$ cat src/rtl/rf_scoreboard.sv
// rf_scoreboard: RAW-hazard scoreboard for a 16-entry register file.
// Tracks pending writes per register, gates issue on hazards, reports
// write-back underflow (sticky) and counts stalled issue cycles.
module rf_scoreboard #(
  parameter int CNT_W       = 2,
  parameter int STALL_CNT_W = 16
) (
  input  logic                   clk,
  input  logic                   rst,
  input  logic                   issue_valid,
  input  logic [3:0]             issue_src1,
  input  logic                   issue_use_src1,
  input  logic [3:0]             issue_src2,
  input  logic                   issue_use_src2,
  input  logic [3:0]             issue_dst,
  input  logic                   issue_wr,
  output logic                   issue_ready,
  input  logic                   wb_valid,
  input  logic [3:0]             wb_dst,
  input  logic                   flush,
  output logic [15:0]            busy_vec,
  output logic [STALL_CNT_W-1:0] stall_cnt,
  output logic                   err_underflow
);

  localparam int NREG = 16;
  localparam logic [CNT_W-1:0]       CNT_MAX   = {CNT_W{1'b1}};
  localparam logic [CNT_W-1:0]       CNT_ZERO  = {CNT_W{1'b0}};
  localparam logic [CNT_W-1:0]       CNT_ONE   = CNT_W'(1);
  localparam logic [STALL_CNT_W-1:0] STALL_MAX = {STALL_CNT_W{1'b1}};
  localparam logic [STALL_CNT_W-1:0] STALL_ONE = STALL_CNT_W'(1);

  logic [CNT_W-1:0]       cnt_q [NREG];
  logic [CNT_W-1:0]       cnt_d [NREG];
  logic [15:0]            busy_q, busy_d;
  logic [STALL_CNT_W-1:0] stall_q, stall_d;
  logic                   err_q, err_d;

  logic haz1, haz2, sat, issue_fire, wb_hit;

  // Hazard detection from registered counters only (no write-back bypass).
  always_comb begin
    haz1 = issue_use_src1 & (issue_src1 != 4'd0) & (cnt_q[issue_src1] != CNT_ZERO);
    haz2 = issue_use_src2 & (issue_src2 != 4'd0) & (cnt_q[issue_src2] != CNT_ZERO);
    sat  = issue_wr & (issue_dst != 4'd0) & (cnt_q[issue_dst] == CNT_MAX);
    issue_ready = ~flush & ~haz1 & ~haz2 & ~sat;
    issue_fire  = issue_valid & issue_ready;
    wb_hit      = wb_valid & (wb_dst != 4'd0);
  end

  // Next-state for counters, busy vector, sticky error and stall counter.
  always_comb begin
    busy_d  = 16'h0000;
    err_d   = err_q;
    stall_d = stall_q;
    for (int i = 0; i < NREG; i++) begin
      cnt_d[i] = cnt_q[i];
      if (i == 0) begin
        // R0 is hard-wired zero and never tracked.
        cnt_d[i] = CNT_ZERO;
      end else if (flush) begin
        cnt_d[i] = CNT_ZERO;
      end else if ((issue_fire & issue_wr & (issue_dst == 4'(i))) &&
                   !(wb_hit & (wb_dst == 4'(i)) & (cnt_q[i] != CNT_ZERO))) begin
        cnt_d[i] = cnt_q[i] + CNT_ONE;
      end else if (!(issue_fire & issue_wr & (issue_dst == 4'(i))) &&
                   (wb_hit & (wb_dst == 4'(i)) & (cnt_q[i] != CNT_ZERO))) begin
        cnt_d[i] = cnt_q[i] - CNT_ONE;
      end else begin
        cnt_d[i] = cnt_q[i];
      end
      busy_d[i] = (i != 0) && (cnt_d[i] != CNT_ZERO);
    end
    // A retiring write with nothing pending is a protocol error; flush masks it.
    if (wb_hit && !flush && (cnt_q[wb_dst] == CNT_ZERO)) begin
      err_d = 1'b1;
    end else begin
      err_d = err_q;
    end
    // Stalled cycles include flush cycles; the counter saturates, never wraps.
    if (issue_valid && !issue_ready && (stall_q != STALL_MAX)) begin
      stall_d = stall_q + STALL_ONE;
    end else begin
      stall_d = stall_q;
    end
  end

  // State registers with asynchronous active-low reset.
  always_ff @(posedge clk or negedge rst) begin
    if (!rst) begin
      for (int i = 0; i < NREG; i++) begin
        cnt_q[i] <= CNT_ZERO;
      end
      busy_q  <= 16'h0000;
      stall_q <= {STALL_CNT_W{1'b0}};
      err_q   <= 1'b0;
    end else begin
      for (int i = 0; i < NREG; i++) begin
        cnt_q[i] <= cnt_d[i];
      end
      busy_q  <= busy_d;
      stall_q <= stall_d;
      err_q   <= err_d;
    end
  end

  assign busy_vec      = busy_q;
  assign stall_cnt     = stall_q;
  assign err_underflow = err_q;

endmodule

$ cat config.mk
export PLATFORM = sky130hd
export DESIGN_NAME = rf_scoreboard
export DESIGN_NICKNAME = d
export VERILOG_FILES = /design/src/rtl/rf_scoreboard.sv
export SDC_FILE = /design/constraint.sdc
export NUM_CORES = 1
export LEC_CHECK = 0
export CAP_MARGIN = 20
export CORE_MARGIN = 2
export CORE_UTILIZATION = 44
export CTS_BUF_LIST = sky130_fd_sc_hd__clkbuf_4 sky130_fd_sc_hd__clkbuf_8 sky130_fd_sc_hd__clkbuf_16
export CTS_CLUSTER_SIZE = 14
export DETAILED_ROUTE_END_ITERATION = 6
export PLACE_DENSITY_LB_ADDON = 0.15
export SLEW_MARGIN = 20
export SYNTH_ARGS = -nofsm -noshare
export SYNTH_HDL_FRONTEND = slang
export SYNTH_SLANG_ARGS = --single-unit
$ cat constraint.sdc
create_clock -name clk -period 5.65 [get_ports clk]
set_input_delay 1.13 -clock clk [delete_from_list [all_inputs] [get_ports clk]]
set_output_delay 1.13 -clock clk [all_outputs]
set_load 0.03 [all_outputs]
==> reports/summary.txt, run 1 <==
power per cell area: 225.4 nW/um2
top cell type by total area after synthesis: dfrtp_1
largest net degree at the start of global routing: 63
worst reg-to-reg path cell count: 8
Final Skew: 0.009591 ns
Mapped Nets: 567
HPWL after DPL: 9380 um
die area: 11,700 um2
setup TNS: 0 ns
met1 usage: 0.3178
Netlist cell types: 70
Total GRT Usage: 0.2332
Achievable Freq: 0.1993 GHz
Worst Max-Slew Pin Slew: 0.8414 ns
post-synth top area share: 0.3249
Ys Warns: 0
Antenna Cells: 0
mux share of post-synthesis cell area: 0.09539
share of layout cells above drive strength 1: 0.1250
Final ANT Viol Nets: 0
Wirelength per Cell: 17.68 um
Crit Path Max Fanout: 14
GRT Max-Usage Layer: met2
dpl ws: 0.6259 ns
R2R Path End: cnt_q[8]$_DFF_PN0_
status: complete, no violations
synthesized cell area: 4775 um2
final total power: 1261 uW
Setup Crit Path Kind: in -> out
Final period util: 0.8879
GRT overflow: 0
critical path required time: 4.52 ns
Root Buffer: clkbuf_8
sequential fraction of the synthesis area: 0.3249
# rows: 38
routability cong.: 0.8628
Top FF cell, synth: dfrtp_1
FILL cells: 972
# Max-Cap Violations: 0
CP Launch Type: input port
post-synthesis area per instance: 9.060 um2
setup bufs post-CTS: 0
setup ws final: 0.6336 ns
via/cell ratio: 5.957
leak pwr: 0.002194 uW
Async S/R FF share, synth: 1.000
area added between synthesis and finish: 17.19%
# IOs: 58
met3 usage: 0.02893
cts-stage hold buffer count: 0
DR pass1 iterations: 5
Syn Inst Count: 527
Core Util, Final: 0.5230
Nets: 612
Post-Synth Simple-Gate Area: 0.2377
Peak VDD IR: 0.1097 mV
vias in the first global route: 4,102
final hold violations: 0
final WL: 12,660 um
Yosys reg bits: 62
xor and xnor area share after synthesis: 0.04376
FF-to-FF Start: cnt_q[0]$_DFF_PN0_
Worst-Skew Late Latency: 0.36 ns
unrepaired setup endpoints after global routing: false
Post-Synth Adder-Cell Area: 0.04193
CTS tree: yes
# DRC: 0
Hold Path Depth: 1
largest family of logic cells by synthesized area: simple AND/OR/NAND/NOR gates
setup violators final: 0
Clock Sinks: 62
relative slew slack: 0.4391
first-pass GRT wire length: 21,000 um
Max Slew Vio Count: 0
DIE HEIGHT: 108.2 um
Area contributors post-synth: dfrtp_1 32%, ha_1 4.2%, mux4_2 3.8%, nor2_1 3.5%, a21oi_1 3.1%
core area: 10,700 um2
Initial Util: 0.4463
port buffer count: 56
# H-tree levels: 3
Compound-Gate Fraction of Synth Area: 0.1960
Die X: 108.2 um
Synth top cells by count: 62 x dfrtp_1, 44 x nor2_1, 38 x inv_1, 32 x nand2_1, 30 x a21oi_1
DR iter-0 viols: 208
R2R Setup Slk: 2.38 ns
worst hold endpoint: err_underflow$_DFFE_PN0P_
GR Layer Usage met2: 0.3765
WP data arrival: 3.89 ns
CTS buffer count: 9
minimum clock period: 5.016 ns
Post-synth EDFFs: 0
count leader, synth: dfrtp_1
initial antenna violation count: 0
CTS Buffer Depth: 2
CP endpoint kind: output pin
Hold Path Class: reg -> reg
cts repair resizes: 0
routed vias: 4,265
Clk pin slew, worst setup/hold paths: 0.07 ns
worst hold start: err_underflow$_DFFE_PN0P_
==> where the power goes <==
group	internal [uW]	switching, uW
clock	195	177
sequential	482	48.6
combinational	153	206
total	831	431
==> placed cells by master, fill, tap and decap left out, drive strengths merged, types with 4 or more instances in the layout <==
cell type | Yosys | final
clkdlybuf4s50 | 0 | 54
mux4 | 8 | 8
xor2 | 6 | 6
nor2 | 46 | 46
o2111ai | 4 | 4
and3 | 12 | 12
a21oi | 33 | 33
nand2b | 8 | 8
nand2 | 35 | 35
ha | 16 | 16
nor4 | 6 | 6
nor3 | 22 | 22
a21o | 9 | 9
mux2 | 12 | 12
a311oi | 6 | 6
o21ai | 7 | 7
inv | 38 | 38
mux2i | 14 | 14
a211oi | 11 | 11
a31oi | 10 | 10
and2 | 4 | 4
dfrtp | 62 | 62
buf | 11 | 9
clkbuf | 18 | 14
a31o | 6 | 6
nand4 | 13 | 13
xnor2 | 17 | 17
a221oi | 8 | 8
nand3 | 26 | 26
or3 | 18 | 18
==> worst max-delay path by stage <==
stage | startpoint | to | slack (ns) | cells after the start
floorplan | issue_dst[1] | issue_ready | 2.06 | 5
global placement | issue_dst[0] | issue_ready | 0.67 | 6
detailed placement | issue_dst[0] | issue_ready | 0.63 | 6
CTS | issue_dst[0] | issue_ready | 0.62 | 6
global route | issue_src2[2] | issue_ready | 0.48 | 7
finish | issue_dst[0] | issue_ready | 0.63 | 6
==> state kept, by name, indices dropped and copies added (netlist names) <==
register / cells
busy_vec: 15
cnt_q: 30
err_underflow: 1
stall_cnt: 16
==> cell families (layout without fill, tap and decap cells) <==
logic type,Yosys count,count (layout)
xor+xnor,23,23
compound gates,120,120
fa+ha+maj,16,16
mux,34,34
other cells,1,1
buf+inv,67,116
flops,62,62
simple gates,204,204
==> through the flow <==
step                      hold slack [ns]  instance area, um2  std cells
after floorplan                    0.4758                4775        527
after global placement             0.4723                5411        701
after detailed placement           0.4623                5411        701
after CTS                          0.4788                5590        716
after global routing               0.4964                5595        716
final                              0.4775                5595        716
==> layout make-up <==
| type | count | area [um2] | share of cell area |
|---|---|---|---|
| Timing Repair Buffer | 63 | 603.1 | 0.1078 |
| Tap cell | 140 | 175.2 | 0.03131 |
| Clock buffer | 14 | 173.9 | 0.03108 |
| Sequential cell | 62 | 1551 | 0.2773 |
| Inverter | 38 | 142.6 | 0.02549 |
| Clock inverter | 1 | 5.005 | 0.0008945 |
| Multi-Input combinational cell | 398 | 2944 | 0.5262 |
==> per-layer routing <==
| metal | share of wire | routed length (um) |
|---|---|---|
| met3 | 0.041 | 518 |
| met4 | 0.018 | 233 |
| met5 | 0 | 0 |
| met1 | 0.45 | 5710 |
| met2 | 0.49 | 6199 |
==> worst max-delay path, cell delays in order <==
cell             delay [ns]
clkdlybuf4s50_1        0.79
mux4_2                 0.57
o2111ai_1              0.35
a211o_1                0.20
and3_1                 0.17
clkdlybuf4s50_1        0.67
(Power assumes the default switching activity.)
==> run 2: changes to the inputs <==
CORE_MARGIN = 8   (was 2)
==> run 2 against run 1 <==
Effect of this change:
- sequential power about the same
- register-to-register slack got worse by 0.10 ns
- first-iteration DRC count increased by 13%
- non-clock buffer count unchanged
- critical path depth unchanged
- clock skew about the same
- hold slack improved by 0.0051 ns
- power increased by 8.3%
- clock-buffer cell count decreased by 1
- final area increased by 1.1%
- setup slack improved by 0.017 ns
- die area increased by 23%
- critical endpoint unchanged
- largest cell class unchanged
- largest power group unchanged
==> reports/summary.txt, run 2 (same netlist as run 1, synthesis figures left out) <==
status: complete, no violations
WP data arrival: 3.87 ns (-0.02 ns)
routability cong.: 0.8348 (-3.2%)
minimum clock period: 4.999 ns (-0.01698 ns)
DR WL met2: 6397 um (+3.2%)
Hold Path Class: reg -> reg
cts repair resizes: 0 (unchanged)
Final ANT Viol Nets: 0 (unchanged)
# H-tree levels: 3 (unchanged)
DR iter-0 viols: 235 (+13%)
Final period util: 0.8849 (-0.003005)
HPWL after DPL: 9572 um (+2.1%)
Initial Util: 0.4463 (unchanged)
highest metal used: met4
area of the multi-input gates: 2944 um2 (unchanged)
# IOs: 58 (unchanged)
Antenna Cells: 0 (unchanged)
area added between synthesis and finish: 18.42%
setup TNS: 0 ns (unchanged)
# DRC: 0 (unchanged)
worst reg-to-reg path cell count: 9 (+1)
power per cell area: 241.7 nW/um2 (+7.2%)
unrepaired setup endpoints after global routing: false
FILL cells: 979 (+0.72%)
via/cell ratio: 5.877 (-1.3%)
# rows: 38 (unchanged)
routed vias: 4,214 (-1.2%)
R2R Setup Slk: 2.28 ns (-0.10 ns)
final hold violations: 0 (unchanged)
core area: 10,700 um2 (unchanged)
DR pass1 iterations: 5 (unchanged)
Final Skew: 0.009564 ns (-0.00002778 ns)
DIE HEIGHT: 120.2 um (+11%)
Clock Sinks: 62 (unchanged)
Clk pin slew, worst setup/hold paths: 0.07 ns (about the same)
CTS Buffer Depth: 2 (unchanged)
vias in the first global route: 4,161 (+1.4%)
Peak VDD IR: 0.1164 mV (+6.1%)
Setup Crit Path Kind: in -> out
die area: 14,440 um2 (+23%)
# Max-Cap Violations: 0 (unchanged)
commonest non-fill, non-tap cell in the layout: dfrtp_1
Hold Path Depth: 1 (unchanged)
setup bufs post-CTS: 0 (unchanged)
first-pass GRT wire length: 21,400 um (+1.9%)
register area: 1551 um2 (unchanged)
GRT overflow: 0 (unchanged)
Wirelength per Cell: 18.09 um (+2.3%)
setup violators final: 0 (unchanged)
Nets: 612 (unchanged)
commonest cells after routing, fill and taps aside: 62 x dfrtp_1, 54 x clkdlybuf4s50_1, 44 x nor2_1
CTS tree: yes
critical path required time: 4.52 ns (about the same)
Worst-Skew Late Latency: 0.36 ns (about the same)
relative slew slack: 0.4517 (+0.01265)
CP endpoint kind: output pin
cts-stage hold buffer count: 0 (unchanged)
wl on met1: 5580 um (-2.3%)
largest net degree at the start of global routing: 63 (unchanged)
metal3 WL: 676 um (+31%)
Die X: 120.2 um (+11%)
Root Buffer: clkbuf_8
CP Launch Type: input port
flip-flop count of the largest register after layout: 30 (unchanged)
port buffer count: 56 (unchanged)
leak pwr: 0.002220 uW (+1.2%)
Max Slew Vio Count: 0 (unchanged)
final total power: 1366 uW (+8.3%)
Achievable Freq: 0.2000 GHz (+0.34%)
final WL: 12,970 um (+2.5%)
CTS buffer count: 9 (unchanged)
initial antenna violation count: 0 (unchanged)
Worst Max-Slew Pin Slew: 0.8224 ns (-0.01897 ns)
register bank with the most flops: cnt_q
Total GRT Usage: 0.1851 (-0.04815)
share of layout cells above drive strength 1: 0.1265 (+0.001516)
Crit Path Max Fanout: 14 (unchanged)
## run 2: changes by cell type in the layout (fill, tap and decap cells not counted), sizes merged
cell	change
bufinv	+2
clkbuf	-1
## run 2: worst paths after layout
kind | to | start
setup / recovery | issue_ready | issue_dst[0]
hold / removal | stall_cnt[11]$_DFFE_PN0P_ | stall_cnt[11]$_DFFE_PN0P_
setup reg to reg | cnt_q[20]$_DFF_PN0_ | cnt_q[0]$_DFF_PN0_
hold reg to reg | stall_cnt[11]$_DFFE_PN0P_ | stall_cnt[11]$_DFFE_PN0P_
max in group asynchronous | cnt_q[1]$_DFF_PN0_ | rst
min in group asynchronous | cnt_q[17]$_DFF_PN0_ | rst
## run 2: cell type report
type | instances | area share
well taps | 140 | 0.03098
flip-flops and latches | 62 | 0.2744
clock inverters | 3 | 0.01151
clock buffers | 13 | 0.03054
inverters | 38 | 0.02523
repair buffers | 63 | 0.1067
multi-input cells | 398 | 0.5207
## run 2: through the flow
step	util	area [um2]	hold slack [ns]	setup slack, ns	std cells
2_1_floorplan	-	4775	0.4758	2.061	527
3_3_place_gp	0.5058	5411	0.4681	0.6756	701
3_5_place_dp	0.5058	5411	0.4783	0.6376	701
4_1_cts	0.5281	5649	0.4910	0.6407	717
5_1_grt	0.5285	5654	0.5063	0.4848	717
6_report	0.5285	5654	0.4826	0.6506	717
## run 2: report_power, final
| part | switching (uW) | leakage (uW) | total [uW] | internal (uW) |
|---|---|---|---|---|
| Sequential | 48.0 | 0.000848 | 530 | 482 |
| Clock | 187 | 0.000123 | 476 | 289 |
| Combinational | 207 | 0.00125 | 361 | 154 |
| Total | 442 | 0.00222 | 1370 | 924 |
## run 2: worst max-delay path, cell delays in order
cell and delay (ns):
clkdlybuf4s50_1 0.79, mux4_2 0.56, o2111ai_1 0.35, a211o_1 0.19, and3_1 0.14, clkdlybuf4s50_1 0.70
## run 2: layer usage
layer	up-vias	global-route usage
li1	2037	-
met1	2031	0.2288
met2	120	0.3025
met3	26	0.03683
met4	0	0.09368
met5	-	0
